[src/rtl/uv_apb_mst.sv]
// APB initiator: turns one request into a single SETUP/ACCESS transfer and
// returns the slave's data, error flag or a timeout as one response.
module uv_apb_mst #(
  parameter int ALEN    = 12,
  parameter int DLEN    = 32,
  parameter int MLEN    = DLEN / 8,
  parameter int TMO_CYC = 256
) (
  input  logic            clk,
  input  logic            rst_n,
  input  logic            req_vld,
  output logic            req_rdy,
  input  logic            req_read,
  input  logic [ALEN-1:0] req_addr,
  input  logic [MLEN-1:0] req_mask,
  input  logic [DLEN-1:0] req_data,
  input  logic [2:0]      req_prot,
  output logic            rsp_vld,
  input  logic            rsp_rdy,
  output logic            rsp_excp,
  output logic [DLEN-1:0] rsp_data,
  output logic            psel,
  output logic            penable,
  output logic            pwrite,
  output logic [2:0]      pprot,
  output logic [ALEN-1:0] paddr,
  output logic [MLEN-1:0] pstrb,
  output logic [DLEN-1:0] pwdata,
  input  logic [DLEN-1:0] prdata,
  input  logic            pready,
  input  logic            pslverr
);

  localparam int CNT_W = 16;
  localparam logic [CNT_W-1:0] CNT_LIM = CNT_W'(TMO_CYC - 1);

  typedef enum logic [1:0] {IDLE, SETUP, ACCESS, RESP} state_e;

  state_e            state_q, state_d;
  logic [CNT_W-1:0]  cnt_q, cnt_d;
  logic              req_rdy_q, req_rdy_d;
  logic              rsp_vld_q, rsp_vld_d;
  logic              rsp_excp_q, rsp_excp_d;
  logic [DLEN-1:0]   rsp_data_q, rsp_data_d;
  logic              psel_q, psel_d;
  logic              penable_q, penable_d;
  logic              pwrite_q, pwrite_d;
  logic [2:0]        pprot_q, pprot_d;
  logic [ALEN-1:0]   paddr_q, paddr_d;
  logic [MLEN-1:0]   pstrb_q, pstrb_d;
  logic [DLEN-1:0]   pwdata_q, pwdata_d;

  always_comb begin
    state_d    = state_q;
    cnt_d      = cnt_q;
    req_rdy_d  = req_rdy_q;
    rsp_vld_d  = rsp_vld_q;
    rsp_excp_d = rsp_excp_q;
    rsp_data_d = rsp_data_q;
    psel_d     = psel_q;
    penable_d  = penable_q;
    pwrite_d   = pwrite_q;
    pprot_d    = pprot_q;
    paddr_d    = paddr_q;
    pstrb_d    = pstrb_q;
    pwdata_d   = pwdata_q;
    case (state_q)
      IDLE: begin
        req_rdy_d = 1'b1;
        if (req_vld) begin
          // Reads never expose write data or strobes on the bus.
          state_d   = SETUP;
          req_rdy_d = 1'b0;
          psel_d    = 1'b1;
          pwrite_d  = ~req_read;
          pprot_d   = req_prot;
          paddr_d   = req_addr;
          pstrb_d   = req_read ? '0 : req_mask;
          pwdata_d  = req_read ? '0 : req_data;
        end
      end
      SETUP: begin
        state_d   = ACCESS;
        penable_d = 1'b1;
        cnt_d     = '0;
      end
      ACCESS: begin
        if (pready) begin
          state_d    = RESP;
          psel_d     = 1'b0;
          penable_d  = 1'b0;
          rsp_vld_d  = 1'b1;
          rsp_excp_d = pslverr;
          rsp_data_d = pwrite_q ? '0 : prdata;
        end else if (cnt_q == CNT_LIM) begin
          state_d    = RESP;
          psel_d     = 1'b0;
          penable_d  = 1'b0;
          rsp_vld_d  = 1'b1;
          rsp_excp_d = 1'b1;
          rsp_data_d = '0;
        end else begin
          cnt_d = cnt_q + 1'b1;
        end
      end
      RESP: begin
        if (rsp_rdy) begin
          state_d   = IDLE;
          rsp_vld_d = 1'b0;
          req_rdy_d = 1'b1;
        end
      end
      default: state_d = IDLE;
    endcase
  end

  always_ff @(posedge clk or negedge rst_n) begin
    if (!rst_n) begin
      state_q    <= IDLE;
      cnt_q      <= '0;
      req_rdy_q  <= 1'b1;
      rsp_vld_q  <= 1'b0;
      rsp_excp_q <= 1'b0;
      rsp_data_q <= '0;
      psel_q     <= 1'b0;
      penable_q  <= 1'b0;
      pwrite_q   <= 1'b0;
      pprot_q    <= '0;
      paddr_q    <= '0;
      pstrb_q    <= '0;
      pwdata_q   <= '0;
    end else begin
      state_q    <= state_d;
      cnt_q      <= cnt_d;
      req_rdy_q  <= req_rdy_d;
      rsp_vld_q  <= rsp_vld_d;
      rsp_excp_q <= rsp_excp_d;
      rsp_data_q <= rsp_data_d;
      psel_q     <= psel_d;
      penable_q  <= penable_d;
      pwrite_q   <= pwrite_d;
      pprot_q    <= pprot_d;
      paddr_q    <= paddr_d;
      pstrb_q    <= pstrb_d;
      pwdata_q   <= pwdata_d;
    end
  end

  assign req_rdy  = req_rdy_q;
  assign rsp_vld  = rsp_vld_q;
  assign rsp_excp = rsp_excp_q;
  assign rsp_data = rsp_data_q;
  assign psel     = psel_q;
  assign penable  = penable_q;
  assign pwrite   = pwrite_q;
  assign pprot    = pprot_q;
  assign paddr    = paddr_q;
  assign pstrb    = pstrb_q;
  assign pwdata   = pwdata_q;

endmodule

[config.mk]
export PLATFORM = sky130hd
export DESIGN_NAME = uv_apb_mst
export DESIGN_NICKNAME = d
export VERILOG_FILES = /design/src/rtl/uv_apb_mst.sv
export SDC_FILE = /design/constraint.sdc
export NUM_CORES = 1
export LEC_CHECK = 0
export CAP_MARGIN = 40
export CORE_MARGIN = 2
export CORE_UTILIZATION = 43
export CTS_CLUSTER_DIAMETER = 50
export CTS_CLUSTER_SIZE = 14
export DETAILED_ROUTE_END_ITERATION = 8
export PLACE_DENSITY = 0.84
export SETUP_SLACK_MARGIN = 0.05
export SLEW_MARGIN = 5
export SYNTH_ARGS = -nofsm -noshare
export SYNTH_HDL_FRONTEND = slang
export SYNTH_SLANG_ARGS = --single-unit
[constraint.sdc]
create_clock -name clk -period 2.5 [get_ports clk]
set_clock_uncertainty 0.15 [all_clocks]
set_input_delay 0.25 -clock clk [delete_from_list [all_inputs] [get_ports clk]]
set_output_delay 0.25 -clock clk [all_outputs]
set_load 0.02 [all_outputs]
==> impl_metrics.toml, run 1 <==
[global_routing]
use_met3_pct = 8.411
grt_usage_pct = 21.51
use_met1_pct = 25.86
grt_max_degree = 91
grt_pass1_wl_mm = 18.91
grt-ovfl-total = 0
busiest_layer = "met2"
grt_pass1_vias = 3850
antenna_found_initial = 0
grt.met2_usage_pct = 34.84

[synth]
synth_common_cells = "dfrtp_1, nand2_1, o21ai_0, nand2b_1, a22o_1"
synth_top_area_cell = "dfrtp_1"
syn-mean-instance-area_sq_um = 11.47
ys_warn_count = 0
synth-edff-count = 0
ys_ff_latch = 107
synthesis.area_sq_um = 4414
syn_inst = 385
async_flop_share_pct = 100.0
yosysUniqueCellTypes = 35
yosys.cell_count.top_type = "dfrtp_1"
synthFlopType = "dfrtp_1"
yosysTopAreaCellShare_pct = 60.09
synth_area_leaders = "dfrtp_1, a22o_1, o21ai_0"
syn_nets = 480
ys_seq_area_share_pct = 60.69

[clocking]
cts_tree = "built"
cts_resized = 0
cts_buffers = 9
insertion_delay_ps = 370
htree_levels = 3
clkSinkCount = 107
post_cts_buffers = 0
root_buffer = "clkbuf_8"
path_clk_slew_ps = 110
clk_path_buf_depth = 2

[sta]
setup_violations = 0
tightest_slew_ps = 462.8
max_freq_mhz = 425.8
drv_slew = 0
hold_violations = 0
period_needed_ps = 2348
rsz0062_at_grt = "no"
tns_ps = 0
max_slew_margin_pct = 69.05
post-route-period-util_pct = 93.94

[placement]
portBuffers = 178
hpwl_mm = 8.313
routabilityCongestion = 0.8005
place_area_sq_um = 6371

[power_and_ir_drop]
internal_power_w = 0.004900
clkPwrFrac_pct = 14.5
p_comb_share_pct = 48.7
total_power_w = 0.007920
p_sw_w = 0.003020
cellLeakagePower_nw = 2.857
power.density_nw_per_um2 = 1200
ir_drop_v = 0.0006303
seq_power_share_pct = 36.8
sw_frac_of_total_pct = 38.13

[critical_path]
r2r.worst_path.cells = 4
critPathKind = "reg -> reg"
r2r_slack_ps = 150
reg2reg_to = "state_q[1]$_DFFE_PN0P_"
cp.buffers_inverters = 0
cp-end-kind = "register"
critical_path_required_ps = 2610
path_cells = "or4_1, o41a_1, nor3_2, mux2_1"
cp.arrival_ps = 2460
slowest_delay_ps = 580
r2r-start = "cnt_q[10]$_DFFE_PN0P_"
crit_fanout = 4
cp-start-kind = "register"
path_delay_family = "simple AND/OR/NAND/NOR gates"
slowest_stage = "or4_1"

[routing]
firstDrtPassIters = 4
via_per_inst = 5.163
first_iter_violations = 208
routed_wl_mm = 11.40
drc = 0
num_vias = 3619
avgRoutedWirePerCell_um = 16.26
ant_nets = 0

[layout]
fin_area_sq_um = 6601
nNetsFinal = 658
antenna_cells = 0
syn2layout_area_growth_pct = 49.55
drive_gt1_share_pct = 8.979
nFillCells = 706

[flow_run]
cap_viol_max_count = 0

[floorplan]
start_util_pct = 44.75
io_pins = 179
die-area_sq_um = 11090
row_count = 36
die_y_um = 105.3
die_w_um = 105.3
core-area_sq_um = 9864

[worst_hold_path]
hold_class = "in -> async"

[outcome]
status = "complete, no violations"
[per-layer routing]
| layer | wire, um | vias to the layer above |
|---|---|---|
| met1 | 4593 | 1750 |
| met5 | 0 | - |
| met2 | 5543 | 151 |
| li1 | - | 1697 |
| met3 | 1045 | 21 |
| met4 | 217 | 0 |
[logic make-up after synthesis]
kind of cell	count (synthesis)	synth area share, %
AOI/OAI and AO/OA	96	14.54
buffers and inverters	29	3.004
muxes	23	5.669
and+or+nand+nor	123	14.29
adders and majority gates	5	1.417
DFF	107	60.69
xor gates and xnor gates	2	0.3969
[layout by cell type (no fill, tap or decap), drive strengths merged, types with 3 or more instances in the layout]
cell type	count
ha	5
nand2b	37
dfrtp	106
or3	3
mux2i	7
mux2	16
nand2	52
clkbuf	10
inv	10
buf	11
nand3	8
or2	3
nor2	4
a21oi	6
nor2b	5
nor4	3
a22o	33
clkdlybuf4s50	177
o21ai	48
[how the worst max path moves through the flow]
stage | end | from | slack (ps) | depth (start not counted)
CTS | state_q[1]$_DFFE_PN0P_ | cnt_q[13]$_DFFE_PN0P_ | 160 | 4
detailed placement | state_q[1]$_DFFE_PN0P_ | cnt_q[13]$_DFFE_PN0P_ | 180 | 4
global route | state_q[1]$_DFFE_PN0P_ | cnt_q[13]$_DFFE_PN0P_ | 110 | 4
finish | state_q[1]$_DFFE_PN0P_ | cnt_q[10]$_DFFE_PN0P_ | 150 | 4
global placement | state_q[1]$_DFFE_PN0P_ | cnt_q[12]$_DFFE_PN0P_ | 260 | 4
floorplan | state_q[1]$_DFFE_PN0P_ | cnt_q[12]$_DFFE_PN0P_ | 250 | 4
[layout make-up]
type                    instances  area [sq um]  area share, %
flip-flops and latches        107          2679          40.58
repair buffers                189          1902          28.81
multi-input cells             249          1608          24.36
well taps                     133         166.4          2.521
clock buffers                  10         137.6          2.085
clock inverters                 6         82.58          1.251
inverters                       7         26.28         0.3980
[state kept, by name, summed over array words and instances, names as in the netlist]
register  count
cnt_q        16
paddr        12
penable       1
pprot         3
psel          1
pstrb         4
pwdata       32
pwrite        1
req_rdy       1
rsp_data     32
rsp_excp      1
rsp_vld       1
state_q       2
[stage by stage]
stage                     util (%)  worst slack, ps  hold slack (ps)  instances
after global routing         66.92            108.5            226.0        701
after CTS                    66.92            162.7            200.7        701
final                        66.92            151.5            200.4        701
after global placement       64.59            261.6            68.40        684
after detailed placement     64.59            184.5            71.73        684
after floorplan                  -            254.2           -195.6        385
[timing repair]
action                                  in CTS  in global routing
hold buffers                                 1                  0
endpoints found under the hold margin       31                  0
endpoints found under the setup margin       0                  0
[power groups by stage]
| stage | Clock, W | Sequential [W] | Combinational, W |
|---|---|---|---|
| 6_report | 0.00115 | 0.00291 | 0.00386 |
| 5_1_grt | 0.00125 | 0.00300 | 0.00413 |
| 4_1_cts | 0.00117 | 0.00292 | 0.00390 |
| 3_5_place_dp | 0 | 0.00294 | 0.00388 |
| 3_3_place_gp | 0 | 0.00290 | 0.00376 |
| 2_1_floorplan | 0 | 0.00374 | 0.00108 |
(Power assumes the default switching activity.)
==> run 2, diff against run 1 <==
- REMOVE_ABC_BUFFERS: not set -> 1
==> impl_metrics.toml, run 2 (same netlist as run 1, synthesis figures left out) <==
[critical_path]
cp.buffers_inverters = 0
cp-start-kind = "register"
slowest_delay_ps = 590
path_delay_family = "simple AND/OR/NAND/NOR gates"
crit_fanout = 4
cp-end-kind = "register"
r2r.worst_path.cells = 4
r2r-start = "cnt_q[13]$_DFFE_PN0P_"
critical_path_required_ps = 2620
critPathKind = "reg -> reg"
cp.arrival_ps = 2420
slowest_stage = "or4_1"
path_cells = "or4_1, o41a_1, nor3_2, mux2_1"
reg2reg_to = "state_q[1]$_DFFE_PN0P_"
r2r_slack_ps = 190

[layout]
layout_commonest_cell = "clkdlybuf4s50_1"
fin_area_sq_um = 6638
multiInputGateArea_sq_um = 1614
seq_area_sq_um = 2679
antenna_cells = 0
final_cells = 701
nNetsFinal = 658
syn2layout_area_growth_pct = 50.37
drive_gt1_share_pct = 9.155
final_util_pct = 67.29
mostFrequentLayoutCells = "clkdlybuf4s50_1, dfrtp_1, nand2_1, o21ai_0, nand2b_1"
nFillCells = 758

[power_and_ir_drop]
power.density_nw_per_um2 = 1202
total_power_w = 0.007982
cellLeakagePower_nw = 2.861
ir_drop_v = 0.0007498

[floorplan]
start_util_pct = 44.75
core-area_sq_um = 9864
die_w_um = 105.3
row_count = 36
die_y_um = 105.3
die-area_sq_um = 11090
io_pins = 179

[worst_hold_path]
min_from = "req_data[15]"
whs_path_depth = 3
hold_class = "in -> reg"
hold_end = "pwdata[15]$_DFFE_PN0P_"

[clocking]
post_cts_buffers = 0
cts_tree = "built"
clk_path_buf_depth = 2
htree_levels = 3
path_clk_slew_ps = 100
insertion_delay_ps = 380
root_buffer = "clkbuf_8"
cts_buffers = 9
clkSinkCount = 107

[placement]
place_area_sq_um = 6371
dp_cells = 684
routabilityCongestion = 0.7689
portBuffers = 178
hpwl_mm = 7.987

[sta]
max_freq_mhz = 433.6
drv_slew = 0
max_slew_margin_pct = 49.57
post-route-period-util_pct = 92.25
rsz0062_at_grt = "no"
period_needed_ps = 2306
tightest_slew_ps = 756.5
setup_violations = 0
hold_violations = 0

[routing]
first_iter_violations = 134
via_per_inst = 5.058
num_vias = 3546
routed_wl_mm = 10.88
drc = 0
firstDrtPassIters = 4
avgRoutedWirePerCell_um = 15.53
ant_nets = 0

[global_routing]
antenna_found_initial = 0
grt-ovfl-total = 0
grt_max_degree = 68
grt_pass1_vias = 3607
grt_pass1_wl_mm = 18.08
grt_usage_pct = 20.44

[flow_run]
cap_viol_max_count = 0

[outcome]
status = "complete, no violations"
[run 2: metal layers]
| layer | global-route usage [%] | up-vias | wire [um] |
|---|---|---|---|
| met5 | 0 | - | 0 |
| met4 | 6.286 | 0 | 238 |
| met3 | 8.225 | 22 | 937 |
| met2 | 33.41 | 142 | 5302 |
| met1 | 24.82 | 1686 | 4407 |
| li1 | - | 1696 | - |
[run 2: final cells by class]
| type | instances | share of cell area, % |
|---|---|---|
| inverter | 7 | 0.3959 |
| timing repair buffer | 189 | 28.65 |
| clock buffer | 10 | 2.074 |
| tap | 133 | 2.507 |
| multi-input combinational | 249 | 24.32 |
| sequential | 107 | 40.36 |
| clock inverter | 6 | 1.697 |
[run 2: per-stage QoR]
stage                     hold slack (ps)  worst slack, ps  setup TNS (ps)
final                               273.5            193.8               0
after global routing                275.7            95.04               0
after CTS                           255.1            208.5               0
after detailed placement            215.4            221.0               0
after global placement              203.4            264.7               0
after floorplan                    -195.6           -211.0           -6306
[run 2: worst max path at each step]
| stage | startpoint | to | cells after the start | slack, ps |
|---|---|---|---|---|
| 2_1_floorplan | state_q[0]$_DFFE_PN0P_ | paddr[0]$_DFFE_PN0P_ | 4 | -210 |
| 3_3_place_gp | cnt_q[13]$_DFFE_PN0P_ | state_q[1]$_DFFE_PN0P_ | 4 | 260 |
| 3_5_place_dp | cnt_q[12]$_DFFE_PN0P_ | state_q[1]$_DFFE_PN0P_ | 4 | 220 |
| 4_1_cts | cnt_q[12]$_DFFE_PN0P_ | state_q[1]$_DFFE_PN0P_ | 4 | 210 |
| 5_1_grt | cnt_q[0]$_DFFE_PN0P_ | state_q[1]$_DFFE_PN0P_ | 5 | 100 |
| 6_report | cnt_q[13]$_DFFE_PN0P_ | state_q[1]$_DFFE_PN0P_ | 4 | 190 |
[run 2: worst min-delay path, delay by kind of cell]
family | cells | cell delay (ps)
buf+inv | 1 | 390
simple gates | 1 | 60
compound gates | 1 | 60
[run 2: repair_timing]
action | CTS | global route
gates resized for setup | 0 | 1
hold buffers | 1 | 0
endpoints found under the hold margin | 56 | 0
setup endpoints to repair | 0 | 31
[run 2: power by group]
group / total, W / switching (W) / internal, W / leakage, nW
Combinational: 0.00381 / 0.00190 / 0.00191 / 1.37
Sequential: 0.00289 / 0.000419 / 0.00247 / 1.37
Clock: 0.00129 / 0.000593 / 0.000692 / 0.115
==> run 3, diff against run 2 <==
- ABC_AREA: not set -> 1
- CORE_UTILIZATION: 43 -> 44
==> impl_metrics.toml, run 3 <==
[clocking]
root_buffer = "clkbuf_8"
insertion_delay_ps = 360
clk_path_buf_depth = 2
cts_buffers = 9
path_clk_slew_ps = 100
cts_tree = "built"
clkSinkCount = 107
htree_levels = 3
cts_resized = 0

[floorplan]
start_util_pct = 44.54
die_y_um = 108.3
row_count = 38
io_pins = 179
die-area_sq_um = 11730
die_w_um = 108.3
core-area_sq_um = 10750

[layout]
nFillCells = 947
final_util_pct = 64.66
antenna_cells = 0
drive_gt1_share_pct = 4.762
layout_commonest_cell = "nand2_1"
syn2layout_area_growth_pct = 45.18
nNetsFinal = 847
mostFrequentLayoutCells = "nand2_1, clkdlybuf4s50_1, dfrtp_1, inv_1, nand3_1"
seq_area_sq_um = 2679
multiInputGateArea_sq_um = 1740

[power_and_ir_drop]
p_comb_share_pct = 48.9
clkPwrFrac_pct = 15.6
seq_power_share_pct = 35.5
internal_power_w = 0.004815
total_power_w = 0.008025
p_sw_w = 0.003210
power.density_nw_per_um2 = 1155
cellLeakagePower_nw = 3.418
sw_frac_of_total_pct = 40.00
ir_drop_v = 0.0006466

[sta]
hold_violations = 0
max_freq_mhz = 504.1
post-route-period-util_pct = 79.35
hold_slack_ps = 255.1
period_needed_ps = 1984
max_slew_margin_pct = 62.29
drv_slew = 0
setup_violations = 0
tightest_slew_ps = 565.7
tns_ps = 0
rsz0062_at_grt = "no"

[synth]
synth_common_cells = "nand2_1, dfrtp_1, inv_1, nand3_1, o21ai_0"
synth-edff-count = 0
ys_warn_count = 0
synth_area_leaders = "dfrtp_1, nand2_1, nand3_1"
syn-mean-instance-area_sq_um = 8.266
ys_seq_area_share_pct = 55.97
yosysTopAreaCellShare_pct = 55.42
async_flop_share_pct = 100.0
yosysUniqueCellTypes = 28
yosys.cell_count.top_type = "nand2_1"
synthesis.area_sq_um = 4786
syn_inst = 579
synthFlopType = "dfrtp_1"
synth_top_area_cell = "dfrtp_1"
ys_ff_latch = 107

[flow_run]
cap_viol_max_count = 0

[global_routing]
antenna_found_initial = 0
grt_usage_pct = 22.03
grt_pass1_vias = 4370
grt-ovfl-total = 0
grt_max_degree = 53
grt_pass1_wl_mm = 20.22

[critical_path]
cp-end-kind = "register"
critical_path_required_ps = 2600
critPathKind = "reg -> reg"
crit_fanout = 52
cp-start-kind = "register"
cp.arrival_ps = 2090

[placement]
routabilityCongestion = 0.8300
hpwl_mm = 9.120
portBuffers = 178

[routing]
avgRoutedWirePerCell_um = 13.97
routed_wl_mm = 12.51
num_vias = 4306
drc = 0
first_iter_violations = 239
via_per_inst = 4.806
firstDrtPassIters = 4
ant_nets = 0

[worst_hold_path]
hold_class = "in -> async"

[outcome]
status = "complete, no violations"
run 3: routing by layer:
layer	vias to the layer above	wire length [um]	track usage, %
met1	2017	5056	26.39
met2	135	6342	38.01
li1	2134	-	-
met3	20	876	6.209
met4	0	237	7.875
met5	-	0	0
run 3: timing repair:
item | CTS | global route
setup buffers | 0 | 0
hold buffers | 1 | 0
hold endpoints to repair | 39 | 0
run 3: through the flow:
step                      cells  setup WS [ps]  instance area, sq um
after detailed placement    880          488.2                  6700
after floorplan             555          292.9                  4648
final                       896          516.1                  6948
after CTS                   896          471.4                  6948
after global routing        896          314.7                  6948
after global placement      879          412.3                  6673
run 3: critical path, cell delays in order, from the launching register on:
cell and delay (ps):
dfrtp_1 420, inv_1 90, ha_1 250, nand2_2 80
buf_4 430, inv_2 270, nand2_1 120, nand2_1 60
run 3: cell families (layout without fill, tap and decap cells):
logic type | Yosys count | in the layout | share of synthesized area [%]
AND/OR/NAND/NOR | 331 | 331 | 28.97
flip-flops | 107 | 107 | 55.97
buffers and inverters | 85 | 262 | 7.660
AO/OA/AOI/OAI | 45 | 45 | 4.993
XOR/XNOR | 6 | 6 | 1.098
adder cells (fa/ha/maj) | 5 | 5 | 1.307
run 3: layout make-up:
cell class,count,share of cell area [%]
sequential,107,38.56
timing repair buffer,186,27.16
multi-input combinational,387,25.05
inverter,61,3.296
tap,140,2.521
clock buffer,9,1.783
clock inverter,6,1.639
run 3: final timing paths:
check | start | to | slack, ps | cells past startpoint
setup reg to reg | state_q[0]$_DFFE_PN0P_ | paddr[8]$_DFFE_PN0P_ | 520 | 7
max in group asynchronous | rst_n | rsp_data[30]$_DFFE_PN0P_ | 1210 | 3
setup / recovery | state_q[0]$_DFFE_PN0P_ | paddr[8]$_DFFE_PN0P_ | 520 | 7
hold reg to reg | rsp_data[9]$_DFFE_PN0P_ | rsp_data[9]$_DFFE_PN0P_ | 330 | 2
min in group clk | req_prot[0] | pprot[0]$_DFFE_PN0P_ | 260 | 3
hold / removal | rst_n | rsp_data[29]$_DFFE_PN0P_ | 260 | 2
run 3: power by group through the flow:
stage / logic, W / registers, W / clock network [W]
detailed placement: 0.00395 / 0.00287 / 0
global placement: 0.00383 / 0.00284 / 0
finish: 0.00393 / 0.00284 / 0.00125
CTS: 0.00397 / 0.00285 / 0.00128
floorplan: 0.00109 / 0.00366 / 0
global route: 0.00426 / 0.00293 / 0.00135
==> edit 1: new RTL, config.mk and constraints of run 1 <==
Set the parameter `ALEN` to 14 (it was 12).
--- a/src/rtl/uv_apb_mst.sv
+++ b/src/rtl/uv_apb_mst.sv
@@ -1,7 +1,7 @@
 // APB initiator: turns one request into a single SETUP/ACCESS transfer and
 // returns the slave's data, error flag or a timeout as one response.
 module uv_apb_mst #(
-  parameter int ALEN    = 12,
+  parameter int ALEN    = 14,
   parameter int DLEN    = 32,
   parameter int MLEN    = DLEN / 8,
   parameter int TMO_CYC = 256
Interface: changed (resized paddr and req_addr); port bits go from 179 to 183. No check against the original RTL was run, so the function may have changed too.
==> edit 1 against run 1 <==
- critical path type unchanged
- total power is 0.66% lower
- hold slack better by 45 ps
- routed wire length is 3.5% higher
- cell area is 3.8% higher
- setup slack better by 140 ps
- largest cell class unchanged
- synthesized area is 6.5% higher
- clock power is 8% lower
- largest power group unchanged
- sequential cell count is 2 higher
==> edit 1: results (changes against run 1) <==
[global_route]
grt_pass1_vias=3884  ; +0.88%
use_met1_pct=24.50  ; -1.4 points
grtUsageMet3_pct=5.003  ; -3.4 points
grt_pass1_wl_um=18840  ; -0.36%
antenna_found_initial=0  ; unchanged
grt_use_met2_pct=35.13  ; +0.30 points
grt_usage_pct=20.16  ; -1.4 points
grt_max_degree=73  ; -20%

[layout]
drive_gt1_share_pct=9.338  ; +0.36 points
nets=681  ; +3.5%

[outcome]
status=finished, final reports clean

[synth]
synth.area.top_cells=dfrtp_1 58%, a22o_1 6.0%, nand2b_1 5.1%
synth_common_cells=108 x dfrtp_1, 58 x nand2_1, 45 x o21ai_0, 38 x nand2b_1, 32 x a22o_1
synth_seq_area_share_pct=58.07  ; -2.6 points
ys_dominant_reg_cell=dfrtp_1
syn_nets=506  ; +5.4%
yosysUniqueCellTypes=46  ; +31%
syn_avg_cell_area_um2=11.49  ; +0.22%

[clocking]
clk_latency_ps=370  ; about the same
postCtsSetupBuffers=0  ; unchanged
clk_pin_slew_ps=100

[routing]
wl_per_cell_um=16.19  ; -0.47%
vias=3834  ; +5.9%
drt_iter0_drc=177  ; -15%
avgViaCountPerCell=5.259  ; +1.9%

[power]
peakVddDrop_mv=0.5898  ; -6.4%
leakage_nw=2.874  ; +0.58%

[place]
gp_congestion=0.8428  ; +5.3%
dpl.cell_count=712  ; +4.1%
portBuffers=182  ; +2.2%
hpwl_um=8563  ; +3.0%

[critical_path]
crit_slowest_cell=dfrtp_1
rr_endpoint=cnt_q[4]
r2r-start=state_q[0]
rr_worst_depth=6  ; +2
crit_family=buffers and inverters
worstPathMaxFanout=11  ; +7
arrival_ps=2340  ; -120 ps
rrSetupSlack_ps=290  ; +140 ps
cpPeakStageDelay_ps=430  ; -150 ps

[sta]
hold_ws_ps=245.9  ; +45.42 ps
relSlewSlack_pct=64.14  ; -4.9 points

[edit 1: what timing repair did]
action / CTS / global route
endpoints found under the hold margin: 37 / 0
hold buffers: 1 / 0
setup endpoints to repair: 0 / 0
[edit 1: cells by family after synthesis]
group	Yosys count	synth area share (%)
AOI/OAI and AO/OA	103	15.47
xor gates and xnor gates	1	0.1864
adders and majority gates	5	1.331
buffers and inverters	35	3.993
DFF	109	58.07
muxes	25	5.777
and+or+nand+nor	131	15.18
[edit 1: how the worst max path moves through the flow]
stage / end / slack [ps] / depth (start not counted) / from
6_report: cnt_q[4] / 290 / 6 / state_q[0]
5_1_grt: cnt_q[4] / 110 / 6 / state_q[0]
4_1_cts: cnt_q[4] / 320 / 6 / state_q[0]
3_5_place_dp: cnt_q[6] / 350 / 5 / state_q[0]
3_3_place_gp: cnt_q[10] / 490 / 5 / pready
2_1_floorplan: paddr[0] / 500 / 6 / state_q[0]
[edit 1: metal layers]
| layer | vias to the layer above | part of all wire, % |
|---|---|---|
| li1 | 1800 | - |
| met1 | 1897 | 40 |
| met2 | 120 | 52 |
| met3 | 17 | 6.2 |
| met4 | 0 | 1.6 |
| met5 | - | 0 |
[edit 1: cell type report]
type / count / area, um2
clock buffers: 9 / 123.9
clock inverters: 7 / 80.08
fillers: 872 / 3892
inverters: 8 / 30.03
multi-input cells: 265 / 1788
flip-flops and latches: 109 / 2729
well taps: 140 / 175.2
repair buffers: 191 / 1927
[edit 1: power breakdown]
part | internal [mW] | total, mW | switching (mW)
Combinational | 1.90 | 3.85 | 1.95
Sequential | 2.49 | 2.95 | 0.462
Clock | 0.397 | 1.06 | 0.667
Total | 4.79 | 7.87 | 3.08
[edit 1: stage by stage]
step           setup slack (ps)  cell area, um2
3_3_place_gp              489.1            6639
4_1_cts                   316.0            6853
5_1_grt                   111.9            6853
6_report                  287.3            6853
2_1_floorplan             502.4            4700
3_5_place_dp              350.7            6639
==> edit 2: new RTL, config.mk and constraints of run 1 <==
Without the edit above. Encoding of `state_e`: now Gray code (2 bits for 4 states).
--- a/src/rtl/uv_apb_mst.sv
+++ b/src/rtl/uv_apb_mst.sv
@@ -34,7 +34,7 @@
   localparam int CNT_W = 16;
   localparam logic [CNT_W-1:0] CNT_LIM = CNT_W'(TMO_CYC - 1);
 
-  typedef enum logic [1:0] {IDLE, SETUP, ACCESS, RESP} state_e;
+  typedef enum logic [1:0] {IDLE = 2'b00, SETUP = 2'b01, ACCESS = 2'b11, RESP = 2'b10} state_e;
 
   state_e            state_q, state_d;
   logic [CNT_W-1:0]  cnt_q, cnt_d;
Check against the original RTL: same outputs for any inputs over 4 cycles, from zero or initial values and one cycle with rst_n low; so few cycles prove little.
==> edit 2 against run 1 <==
- sequential cell count did not move
- final cell count rose by 1.7%
- cell area rose by 0.68%
- sequential share of layout area fell by 0.27 points
- synthesized area rose by 2.6%
- non-clock buffer count fell by 2
- highest routed layer unchanged
- routed wire length rose by 3.3%
- fmax rose by 8.9%
- setup slack improved by 190 ps
- total power fell by 2.0%
- combinational power fell by 5.4%
==> edit 2: results (changes against run 1) <==
[outcome]
status=finished, final reports clean

[place]
portBuffers=178  ; unchanged
gp_congestion=0.8820  ; +10%
dpl.cell_count=696  ; +1.8%
hpwl_um=8480  ; +2.0%
dpl-instance-area_um2=6420  ; +0.77%

[critical_path]
startpoint=cnt_q[8]
crit_family=compound AO/OA/AOI/OAI gates
cpPeakStageDelay_ps=460  ; -120 ps
worstPathMaxFanout=33  ; +29
crit_slowest_cell=nor4_1
rr_endpoint=rsp_data[28]

[power]
leakage_nw=2.813  ; -1.5%
peakVddDrop_mv=0.6739  ; +6.9%

[routing]
dr_wl_met2_um=5770  ; +4.1%
drt_iter0_drc=211  ; +1.4%
drt-pass1-iter-count=5  ; +1
avgViaCountPerCell=5.334  ; +3.3%
wl_per_cell_um=16.51  ; +1.6%
wl_met1_um=4675  ; +1.8%
vias=3803  ; +5.1%
wl_met3_um=1123  ; +7.5%

[hold_path]
holdPathEnd=pstrb[0]
hp-class=input pin to flip-flop

[global_route]
use_met1_pct=26.73  ; +0.88 points
grt_use_met2_pct=34.53  ; -0.31 points
grt_pass1_wl_um=19420  ; +2.7%
grtUsageMet3_pct=8.267  ; -0.14 points
grt_usage_pct=21.59  ; +0.076 points

[synth]
syn_nets=492  ; +2.5%
synth_common_cells=106 x dfrtp_1, 48 x nand2_1, 41 x o21ai_0, 36 x nand2b_1, 35 x a22o_1
yosysUniqueCellTypes=50  ; +43%
synth.area.top_cells=dfrtp_1 59%, a22o_1 6.8%, nand2b_1 5.0%
synth_seq_area_share_pct=59.18  ; -1.5 points
syn_avg_cell_area_um2=11.29  ; -1.5%

[sta]
fin_crit_ps=2156  ; -192.5 ps
hold_ws_ps=270.9  ; +70.44 ps
relSlewSlack_pct=50.57  ; -18 points

[layout]
multi_input_area_um2=1677  ; +4.3%
antennaDiodeCount=0  ; unchanged
nFillCells=802  ; +14%
drive_gt1_share_pct=8.666  ; -0.31 points
nets=663  ; +0.76%

## edit 2: final cells by class
type	count	area share (%)
multi-input cells	259	25.23
well taps	136	2.560
inverters	8	0.4518
clock buffers	11	1.977
clock inverters	5	1.280
repair buffers	187	28.20
flip-flops and latches	107	40.31
## edit 2: worst min-delay path, stage by stage
cell and delay [ps]:
clkdlybuf4s50_1 400, nand2b_1 60, o21ai_0 60
## edit 2: kinds of logic (layout without fill, tap and decap cells)
kind of cell	Yosys count	count (layout)	synth area share (%)
and+or+nand+nor	126	126	14.82
AOI/OAI and AO/OA	116	116	17.83
DFF	107	107	59.18
buffers and inverters	35	211	3.952
muxes	16	16	3.952
adders and majority gates	1	1	0.2764
## edit 2: power by group
part           total [mW]  leakage, nW  internal, mW  switching (mW)
clock network        1.17        0.104         0.571           0.599
logic                3.65         1.34          1.79            1.86
registers            2.94         1.37          2.44           0.497
total                7.76         2.81          4.80            2.96
